===== src/rtl/pll_lock_sequencer_pkg.sv =====
// pll_seq_pkg: state codes and helpers shared by the PLL lock sequencer, its debug logic and bench.
package pll_seq_pkg;

   typedef enum logic [2:0] {
      ST_PLLRST   = 3'd0,
      ST_WAITLOCK = 3'd1,
      ST_STABLE   = 3'd2,
      ST_RUN      = 3'd3,
      ST_LOST     = 3'd4,
      ST_FAIL     = 3'd5
   } state_t;

   function automatic int max3(input int a, input int b, input int c);
      int m;
      m = (a > b) ? a : b;
      return (m > c) ? m : c;
   endfunction

endpackage


===== src/rtl/pll_lock_sequencer_sync2.sv =====
// sync2: two-flop synchronizer for a single asynchronous input, cleared to 0 by reset.
//   i_clk   destination clock
//   i_rst_n asynchronous active-low reset
//   i_d     asynchronous input
//   o_q     synchronized output (2 cycles latency)
module sync2 (
   input  logic i_clk,
   input  logic i_rst_n,
   input  logic i_d,
   output logic o_q
);

   logic r_meta;
   logic r_q;

   always_ff @(posedge i_clk or negedge i_rst_n) begin
      if (!i_rst_n) begin
         r_meta <= 1'b0;
         r_q    <= 1'b0;
      end else begin
         r_meta <= i_d;
         r_q    <= r_meta;
      end
   end

   assign o_q = r_q;

endmodule


===== src/rtl/pll_lock_sequencer.sv =====
// pll_lock_sequencer: brings up the SB_PLL40 after power-up or lock loss and releases the design reset.
//   i_clock         board reference clock (also feeds the PLL), so sequencing survives an unlocked PLL
//   i_reset_n       asynchronous active-low reset
//   i_pll_lock      PLL LOCK, asynchronous to i_clock
//   i_relock_req    single-cycle request to restart the whole sequence and clear retries/fail
//   o_pll_resetb    PLL RESETB (0 = PLL held in reset)
//   o_pll_gate      PLL LATCHINPUTVALUE (1 = PLL output gated)
//   o_sys_reset_n   design reset for the PLL clock domain (0 = held)
//   o_ready         high only in RUN once o_sys_reset_n is released
//   o_fail          sticky failure flag
//   o_retry_count   retries consumed, saturating at MAX_RETRIES
//   o_state         current state code for debug
module pll_lock_sequencer
   import pll_seq_pkg::*;
#(
   parameter int RESET_CYCLES  = 16,
   parameter int LOCK_TIMEOUT  = 4096,
   parameter int STABLE_CYCLES = 1024,
   parameter int LOSS_FILTER   = 4,
   parameter int MAX_RETRIES   = 3,
   localparam int RW = (MAX_RETRIES > 0) ? $clog2(MAX_RETRIES + 1) : 1
) (
   input  logic          i_clock,
   input  logic          i_reset_n,
   input  logic          i_pll_lock,
   input  logic          i_relock_req,
   output logic          o_pll_resetb,
   output logic          o_pll_gate,
   output logic          o_sys_reset_n,
   output logic          o_ready,
   output logic          o_fail,
   output logic [RW-1:0] o_retry_count,
   output logic [2:0]    o_state
);

   localparam int CW = $clog2(max3(RESET_CYCLES, LOCK_TIMEOUT, STABLE_CYCLES) + 1);
   localparam int LW = (LOSS_FILTER > 1) ? $clog2(LOSS_FILTER) : 1;

   localparam logic [CW-1:0] RST_LAST  = CW'(RESET_CYCLES - 1);
   localparam logic [CW-1:0] LOCK_LAST = CW'(LOCK_TIMEOUT - 1);
   localparam logic [CW-1:0] STAB_LAST = CW'(STABLE_CYCLES - 1);
   localparam logic [LW-1:0] LOSS_LAST = LW'(LOSS_FILTER - 1);
   localparam logic [RW-1:0] RETRY_MAX = RW'(MAX_RETRIES);

   state_t        r_state;
   state_t        w_next;
   logic [CW-1:0] r_cnt;
   logic [CW-1:0] w_cnt;
   logic [LW-1:0] r_loss;
   logic [LW-1:0] w_loss;
   logic [1:0]    r_rel;
   logic [1:0]    w_rel;
   logic [RW-1:0] r_retry;
   logic [RW-1:0] w_retry;
   logic          r_resetb;
   logic          r_gate;
   logic          r_sys;
   logic          r_ready;
   logic          r_fail;
   logic          w_lock_s;
   logic          w_exh;
   logic          w_entry;
   logic          w_counting;
   logic          w_release;

   sync2 u_sync_lock (
      .i_clk   (i_clock),
      .i_rst_n (i_reset_n),
      .i_d     (i_pll_lock),
      .o_q     (w_lock_s)
   );

   assign w_exh = r_retry == RETRY_MAX;

   // Retry branches go to FAIL once exhausted, so the increment never overflows MAX_RETRIES.
   always_comb begin
      w_next  = r_state;
      w_retry = r_retry;
      case (r_state)
         ST_PLLRST:   w_next = (r_cnt == RST_LAST) ? ST_WAITLOCK : ST_PLLRST;
         ST_WAITLOCK: begin
            if (w_lock_s) w_next = ST_STABLE;
            else if (r_cnt == LOCK_LAST) begin
               w_next  = w_exh ? ST_FAIL : ST_PLLRST;
               w_retry = w_exh ? r_retry : r_retry + RW'(1);
            end
         end
         ST_STABLE:   w_next = !w_lock_s ? ST_WAITLOCK : (r_cnt == STAB_LAST) ? ST_RUN : ST_STABLE;
         ST_RUN:      w_next = (!w_lock_s && r_loss == LOSS_LAST) ? ST_LOST : ST_RUN;
         ST_LOST: begin
            w_next  = w_exh ? ST_FAIL : ST_PLLRST;
            w_retry = w_exh ? r_retry : r_retry + RW'(1);
         end
         ST_FAIL:     w_next = ST_FAIL;
         default:     w_next = ST_PLLRST;
      endcase
      if (i_relock_req) begin
         w_next  = ST_PLLRST;
         w_retry = '0;
      end
   end

   // A relock counts as a fresh entry even when already in PLLRST, so counting restarts.
   assign w_entry    = (w_next != r_state) || i_relock_req;
   assign w_counting = r_state inside {ST_PLLRST, ST_WAITLOCK, ST_STABLE};
   assign w_cnt      = (w_entry || !w_counting) ? '0 : r_cnt + CW'(1);
   assign w_loss     = (w_entry || r_state != ST_RUN || w_lock_s) ? '0 : r_loss + LW'(1);
   assign w_rel      = (w_entry || r_state != ST_RUN) ? 2'd0 : (r_rel == 2'd2) ? 2'd2 : r_rel + 2'd1;
   // Design reset is released on the second edge after RUN entry, giving the ungated clock time to settle.
   assign w_release  = (w_next == ST_RUN) && (w_rel == 2'd2);

   always_ff @(posedge i_clock or negedge i_reset_n) begin
      if (!i_reset_n) begin
         r_state  <= ST_PLLRST;
         r_cnt    <= '0;
         r_loss   <= '0;
         r_rel    <= 2'd0;
         r_retry  <= '0;
         r_resetb <= 1'b0;
         r_gate   <= 1'b1;
         r_sys    <= 1'b0;
         r_ready  <= 1'b0;
         r_fail   <= 1'b0;
      end else begin
         r_state  <= w_next;
         r_cnt    <= w_cnt;
         r_loss   <= w_loss;
         r_rel    <= w_rel;
         r_retry  <= w_retry;
         r_resetb <= !(w_next == ST_PLLRST || w_next == ST_FAIL);
         r_gate   <= w_next != ST_RUN;
         r_sys    <= w_release;
         r_ready  <= w_release;
         r_fail   <= w_next == ST_FAIL;
      end
   end

   assign o_pll_resetb  = r_resetb;
   assign o_pll_gate    = r_gate;
   assign o_sys_reset_n = r_sys;
   assign o_ready       = r_ready;
   assign o_fail        = r_fail;
   assign o_retry_count = r_retry;
   assign o_state       = r_state;

endmodule


===== config.mk =====
export PLATFORM = sky130hd
export DESIGN_NAME = pll_lock_sequencer
export DESIGN_NICKNAME = d
export VERILOG_FILES = /design/src/rtl/pll_lock_sequencer_pkg.sv /design/src/rtl/pll_lock_sequencer_sync2.sv /design/src/rtl/pll_lock_sequencer.sv
export SDC_FILE = /design/constraint.sdc
export NUM_CORES = 1
export LEC_CHECK = 0
export ABC_CLOCK_PERIOD_IN_PS = 2600
export CAP_MARGIN = 10
export CELL_PAD_IN_SITES_DETAIL_PLACEMENT = 1
export CELL_PAD_IN_SITES_GLOBAL_PLACEMENT = 2
export CORE_MARGIN = 2
export CORE_UTILIZATION = 39
export CTS_BUF_LIST = sky130_fd_sc_hd__clkbuf_8 sky130_fd_sc_hd__clkbuf_16
export CTS_CLUSTER_DIAMETER = 50
export DETAILED_ROUTE_END_ITERATION = 7
export GPL_TIMING_DRIVEN = 0
export PLACE_DENSITY_LB_ADDON = 0.1
export SLEW_MARGIN = 40
export SYNTH_ARGS = -nofsm -noshare
export SYNTH_HDL_FRONTEND = slang
export SYNTH_SLANG_ARGS = --single-unit

===== constraint.sdc =====
create_clock -name i_clock -period 2.6 [get_ports i_clock]
set_input_delay 0.39 -clock i_clock [delete_from_list [all_inputs] [get_ports i_clock]]
set_output_delay 0.39 -clock i_clock [all_outputs]
set_load 0.02 [all_outputs]

# Word level (Yosys, flattened, before mapping)
# Index checks and enable logic that the tools add are counted.
# W data, S select, Z words.
[word_totals]
reg_bits = 28
input_bits = 4
out_inout_bits = 10
[op_classes]
add_sub_neg = 4
n_eq_ne = 19
muxes = 18
n_reduce_logical = 15
[ops]
columns = ["op", "count"]
rows = [
  ["$pmux W3 S6", 1],
  ["$mux W2", 8],
  ["$mux W3", 5],
  ["$add A13 B1 Y13 const B", 1],
  ["$eq A13 B10 Y1 const B", 1],
  ["$eq A13 B12 Y1 const B", 1],
  ["$eq A13 B4 Y1 const B", 1],
  ["$mux W13", 1],
  ["$eq A3 B2 Y1 const B", 3],
  ["$eq A3 B3 Y1 const B", 3],
  ["$eq A2 B2 Y1 const B", 4],
  ["$add A2 B1 Y2 const B", 3],
  ["$logic_not A3 Y1", 2],
  ["$ne A3 B2 Y1 const B", 2],
  ["$ne A3 B3 Y1 const B", 2],
  ["$reduce_bool A3 Y1", 2],
  ["$logic_or A1 B1 Y1", 5],
  ["$pmux W2 S2", 1],
  ["$eq A3 B1 Y1 const B", 1],
  ["$logic_not A1 Y1", 3],
  ["$ne A3 B3 Y1", 1],
  ["$reduce_and A3 Y1", 1],
  ["$logic_and A1 B1 Y1", 2],
  ["$mux W1", 2],
]

# Longest topological paths before layout
[depth]
word_depth = 12
mapped_depth = 7
depth_no_buf = 6

# By module
# From an unflattened synthesis, not the netlist that was laid out.
[unflattened]
hier_cells = 140
hier_area_um2 = 1451.4
[by_module_without_submodules]
columns = ["module", "n_inst", "cells_each", "area_per_inst_um2", "seq_area_each_um2"]
rows = [
  ["pll_lock_sequencer", 1, 138, 1401.3, 651.9],
  ["sync2", 1, 2, 50.0, 50.0],
]

# Worst setup path after synthesis
# No wires, ideal clock.
[synth_path]
kind = "flip-flop to flip-flop"
from = "reg r_cnt[7]"
to = "reg r_cnt[0]"
arrival_ns = 1.651
required_ns = 2.464
setup_slack_ns = 0.812
stages_incl_launch_ff = 6
synth_period_minus_slack_ns = 1.788
cell_sequence = "dfrtp_1 -> or4_1 -> nor3_2 -> nand4b_1 -> a31oi_2 -> a21oi_1"
[synth_between]
elab_chain_len = 9
elab_cells_between_ends = 14
[synth_rtl]
columns = ["element", "line", "source"]
rows = [
  ["from (decl)", "pll_lock_sequencer.sv:47", "logic [CW-1:0] r_cnt;"],
  ["from (signal assigned)", "pll_lock_sequencer.sv:126", "r_cnt <= w_cnt;"],
  ["$eq A13 B10 Y1 or $eq A13 B12 Y1 (tied branches)", "pll_lock_sequencer.sv:88, pll_lock_sequencer.sv:83", ""],
  ["$mux W1 or $mux W3 (tied branches)", "pll_lock_sequencer.sv:88, pll_lock_sequencer.sv:83", ""],
  ["$mux W2 or $mux W3 (tied branches)", "pll_lock_sequencer.sv:88, pll_lock_sequencer.sv:82", ""],
  ["$pmux W3 S6 *", "pll_lock_sequencer.sv:79", "case (r_state)"],
  ["$mux W3 *", "pll_lock_sequencer.sv:97", "if (i_relock_req) begin"],
  ["$ne A3 B3 Y1 *", "pll_lock_sequencer.sv:104", "assign w_entry = (w_next != r_state) || i_relock_req;"],
  ["$logic_or A1 B1 Y1 *", "pll_lock_sequencer.sv:104", ""],
  ["$logic_or A1 B1 Y1 *", "pll_lock_sequencer.sv:106", "assign w_cnt = (w_entry || !w_counting) ? '0 : r_cnt + CW'(1);"],
  ["$mux W13 *", "pll_lock_sequencer.sv:106", ""],
  ["net w_cnt[0]", "pll_lock_sequencer.sv:48", "logic [CW-1:0] w_cnt;"],
]
# Mark *: on every way through the listed nets, which the timed path passes. The rest lies on a longest branch.
# A chain may end at the register's enable or synchronous reset.

# Final worst setup path
[layout_path]
from = "reg r_cnt[0]"
to = "reg r_cnt[10]"
[layout_between]
elab_chain_len = 9
elab_cells_between_ends = 15
[layout_rtl]
columns = ["element", "line"]
rows = [
  ["$eq A13 B10 Y1 or $eq A13 B12 Y1 (tied branches)", "pll_lock_sequencer.sv:88, pll_lock_sequencer.sv:83"],
  ["$mux W1 or $mux W3 (tied branches)", "pll_lock_sequencer.sv:88, pll_lock_sequencer.sv:83"],
  ["$mux W2 or $mux W3 (tied branches)", "pll_lock_sequencer.sv:88, pll_lock_sequencer.sv:82"],
  ["$pmux W3 S6", "pll_lock_sequencer.sv:79"],
  ["$mux W3", "pll_lock_sequencer.sv:97"],
  ["$ne A3 B3 Y1", "pll_lock_sequencer.sv:104"],
  ["$logic_or A1 B1 Y1", "pll_lock_sequencer.sv:104"],
  ["$logic_or A1 B1 Y1", "pll_lock_sequencer.sv:106"],
  ["$mux W13 *", "pll_lock_sequencer.sv:106"],
  ["net w_cnt[10]", "pll_lock_sequencer.sv:48"],
]
# Marked as above.

==> flow_summary.json <==
{
  "ir_worst_vdd_v": 0.000201,
  "finalSetupViolCount": 0,
  "via_count": 1189,
  "yosys_warnings": 0,
  "fmax_mhz": 451,
  "ant_nets": 0,
  "start_util_pct": 39.8,
  "numCtsBuffers": 3,
  "setup_slack_ns": 0.384,
  "crit_required_ns": 2.74,
  "grt_setup_unrepaired": "no",
  "layout.nets": 182,
  "final_util_pct": 45.7,
  "endpoint_kind": "flop",
  "row_count": 23,
  "seq_area_frac_synth_pct": 44.8,
  "final_cell_mix": "dfrtp_1, nand2_1, clkdlybuf4s50_1, a21oi_1, nor2_1",
  "filler_cell_count": 466,
  "arrival_ns": 2.35,
  "drc": 0,
  "synthCells": 156,
  "gp_congestion": 0.795,
  "clock_path_buffers": 2,
  "dp.cells": 219,
  "antenna_found_initial": 0,
  "worstPathCellList": "ha_1, nand3_2, nor3_2, a311oi_1, a31oi_2, a21oi_1",
  "synth-seq-cells": 28,
  "core_area_mm2": 0.00394,
  "pre_cts_ws_ns": 0.352,
  "post_cts_buffers": 0,
  "multi_input_area_um2": 800,
  "period_minus_slack_ns": 2.22,
  "skew_ns": 0.00692,
  "layout.cells.non_filler": 223,
  "die_h_um": 67.4,
  "cts_tree": "built",
  "leakagePower_nw": 0.786,
  "avgSynthCellArea_um2": 10.0,
  "areaGrowthSynthToFinish_pct": 14.8,
  "grt_util_all_layers_pct": 18.1,
  "overflow": 0,
  "ios": 14,
  "io_buffers": 13,
  "setup_tns_ns": 0,
  "max_cap_viol_count": 0,
  "critPathMaxFanout": 10,
  "synth_top_cell_area_share_pct": 43.1,
  "insertion_delay_ns": 0.28,
  "wl_mm": 3.58,
  "wl_per_cell_um": 16.1,
  "die_area_mm2": 0.00454,
  "crit_path_start_kind": "flop",
  "final_common_cell": "dfrtp_1",
  "clk_pin_slew_worst_paths_ns": 0.09,
  "holdCritPathClass": "primary input to async pin",
  "die_x_um": 67.4,
  "drive_gt1_share_pct": 14.5,
  "postCtsHoldBufs": 0,
  "antenna_cells": 0,
  "crit_type": "flop to flop",
  "drt_iter0_markers": 32,
  "cts_root_buf": "clkbuf_8",
  "synth_area_leaders": "dfrtp_1, nand2_1, a21oi_1",
  "slowest_delay_ns": 0.54,
  "relSlewSlack_pct": 58.0,
  "crit_slowest_cell": "a31oi_2",
  "syn_nets": 164,
  "drv_slew": 0,
  "status": "finished clean",
  "regArea_um2": 702,
  "p_per_area_mw_per_mm2": 397,
  "cts_resized": 0,
  "finalCritPeriodShare_pct": 85.2,
  "synth_cell_type_count": 50,
  "grt_pass1_vias": 1252,
  "synth_largest_area_cell": "dfrtp_1",
  "worst_slew_pin_slew_ns": 0.629,
  "grt_pass1_wl_mm": 6.12,
  "grt_max_degree": 29,
  "via_per_inst": 5.33,
  "syn_area_mm2": 0.00157,
  "drtPass1Iterations": 4,
  "dp_hpwl_mm": 2.64,
  "clock-sinks": 28,
  "finalHoldViolations": 0,
  "htree_levels": 1
}
## cells by family after synthesis
family	after synthesis	synth area share, %
buf+inv	11	4.23
simple gates	69	27.3
compound gates	31	13.1
fa+ha+maj	4	3.19
xor+xnor	11	6.15
mux	2	1.28
flops	28	44.8
## per-stage QoR
step	hold WS [ns]	total power [mW]	cell area (um^2)
4_1_cts	0.136	0.734	1800
3_3_place_gp	0.340	0.489	1760
5_1_grt	0.156	0.755	1800
3_5_place_dp	0.354	0.490	1760
2_1_floorplan	0.0944	0.470	1570
6_report	0.122	0.715	1800
## layout make-up
class	instances	share of cell area [%]
inverter	5	1.04
sequential	28	39.0
clock inverter	1	0.208
tap	50	3.47
multi-input combinational	117	44.4
buffer	6	2.64
clock buffer	3	2.29
timing repair buffer	13	6.95
## cell usage after synthesis (all sizes together)
library cell / count
mux2i: 2
a22o: 1
nor4: 3
nand3: 5
a31oi: 3
a21oi: 11
nand2b: 2
inv: 5
nand4: 5
o21bai: 1
and2b: 1
a21bo: 1
or2b: 1
or3b: 1
xnor2: 5
or4: 1
a311oi: 1
and4: 2
dfstp: 1
o31a: 2
o21ai: 6
dfrtp: 27
nand2: 16
nand4b: 1
a21boi: 3
nor3: 7
clkbuf: 1
and3b: 1
and2: 6
nor2b: 4
xor2: 6
or4b: 1
nor2: 9
ha: 4
or2: 1
buf: 5
a21o: 1
nor3b: 2
a211oi: 1
## sequential cells by signal, summed over array words and instances (netlist names)
signal              count
o_state                 3
r_rel                   2
u_sync_lock.r_meta      1
o_pll_resetb            1
u_sync_lock.o_q         1
o_ready                 1
o_fail                  1
r_cnt                  13
o_pll_gate              1
r_loss                  2
o_retry_count           2
## worst max-delay path: cells and delay by family (launching register included)
family | cells | cell delay, ns
DFF | 1 | 0.43
and+or+nand+nor | 2 | 0.57
AOI/OAI and AO/OA | 3 | 0.85
adders and majority gates | 1 | 0.22
## final timing paths
path | startpoint | end | slack, ns | depth (start not counted)
worst max-delay path | r_cnt[0] | r_cnt[10] | 0.38 | 6
worst min-delay path | i_reset_n | o_state[1] | 0.12 | 1
worst max register to register | r_cnt[0] | r_cnt[10] | 0.38 | 6
worst min register to register | u_sync_lock.r_meta | u_sync_lock.o_q | 0.37 | 0
max in group asynchronous | i_reset_n | r_cnt[10] | 2.07 | 1
min in group i_clock | u_sync_lock.r_meta | u_sync_lock.o_q | 0.37 | 0
## layer usage
metal | routed length [um] | up-vias | track usage [%] | part of all wire, %
li1 | - | 582 | - | -
met1 | 1710 | 587 | 23.1 | 48
met2 | 1740 | 16 | 31.2 | 48
met3 | 100 | 4 | 3.67 | 2.8
met4 | 37 | 0 | 4.59 | 1.0
met5 | 0 | - | 0 | 0
## power by group
part	internal, mW	switching (mW)	total [mW]	leakage (nW)
sequential	0.441	0.00590	0.447	0.381
combinational	0.0114	0.0218	0.0332	0.379
clock	0.106	0.129	0.235	0.0269
(Power assumes the default switching activity.)
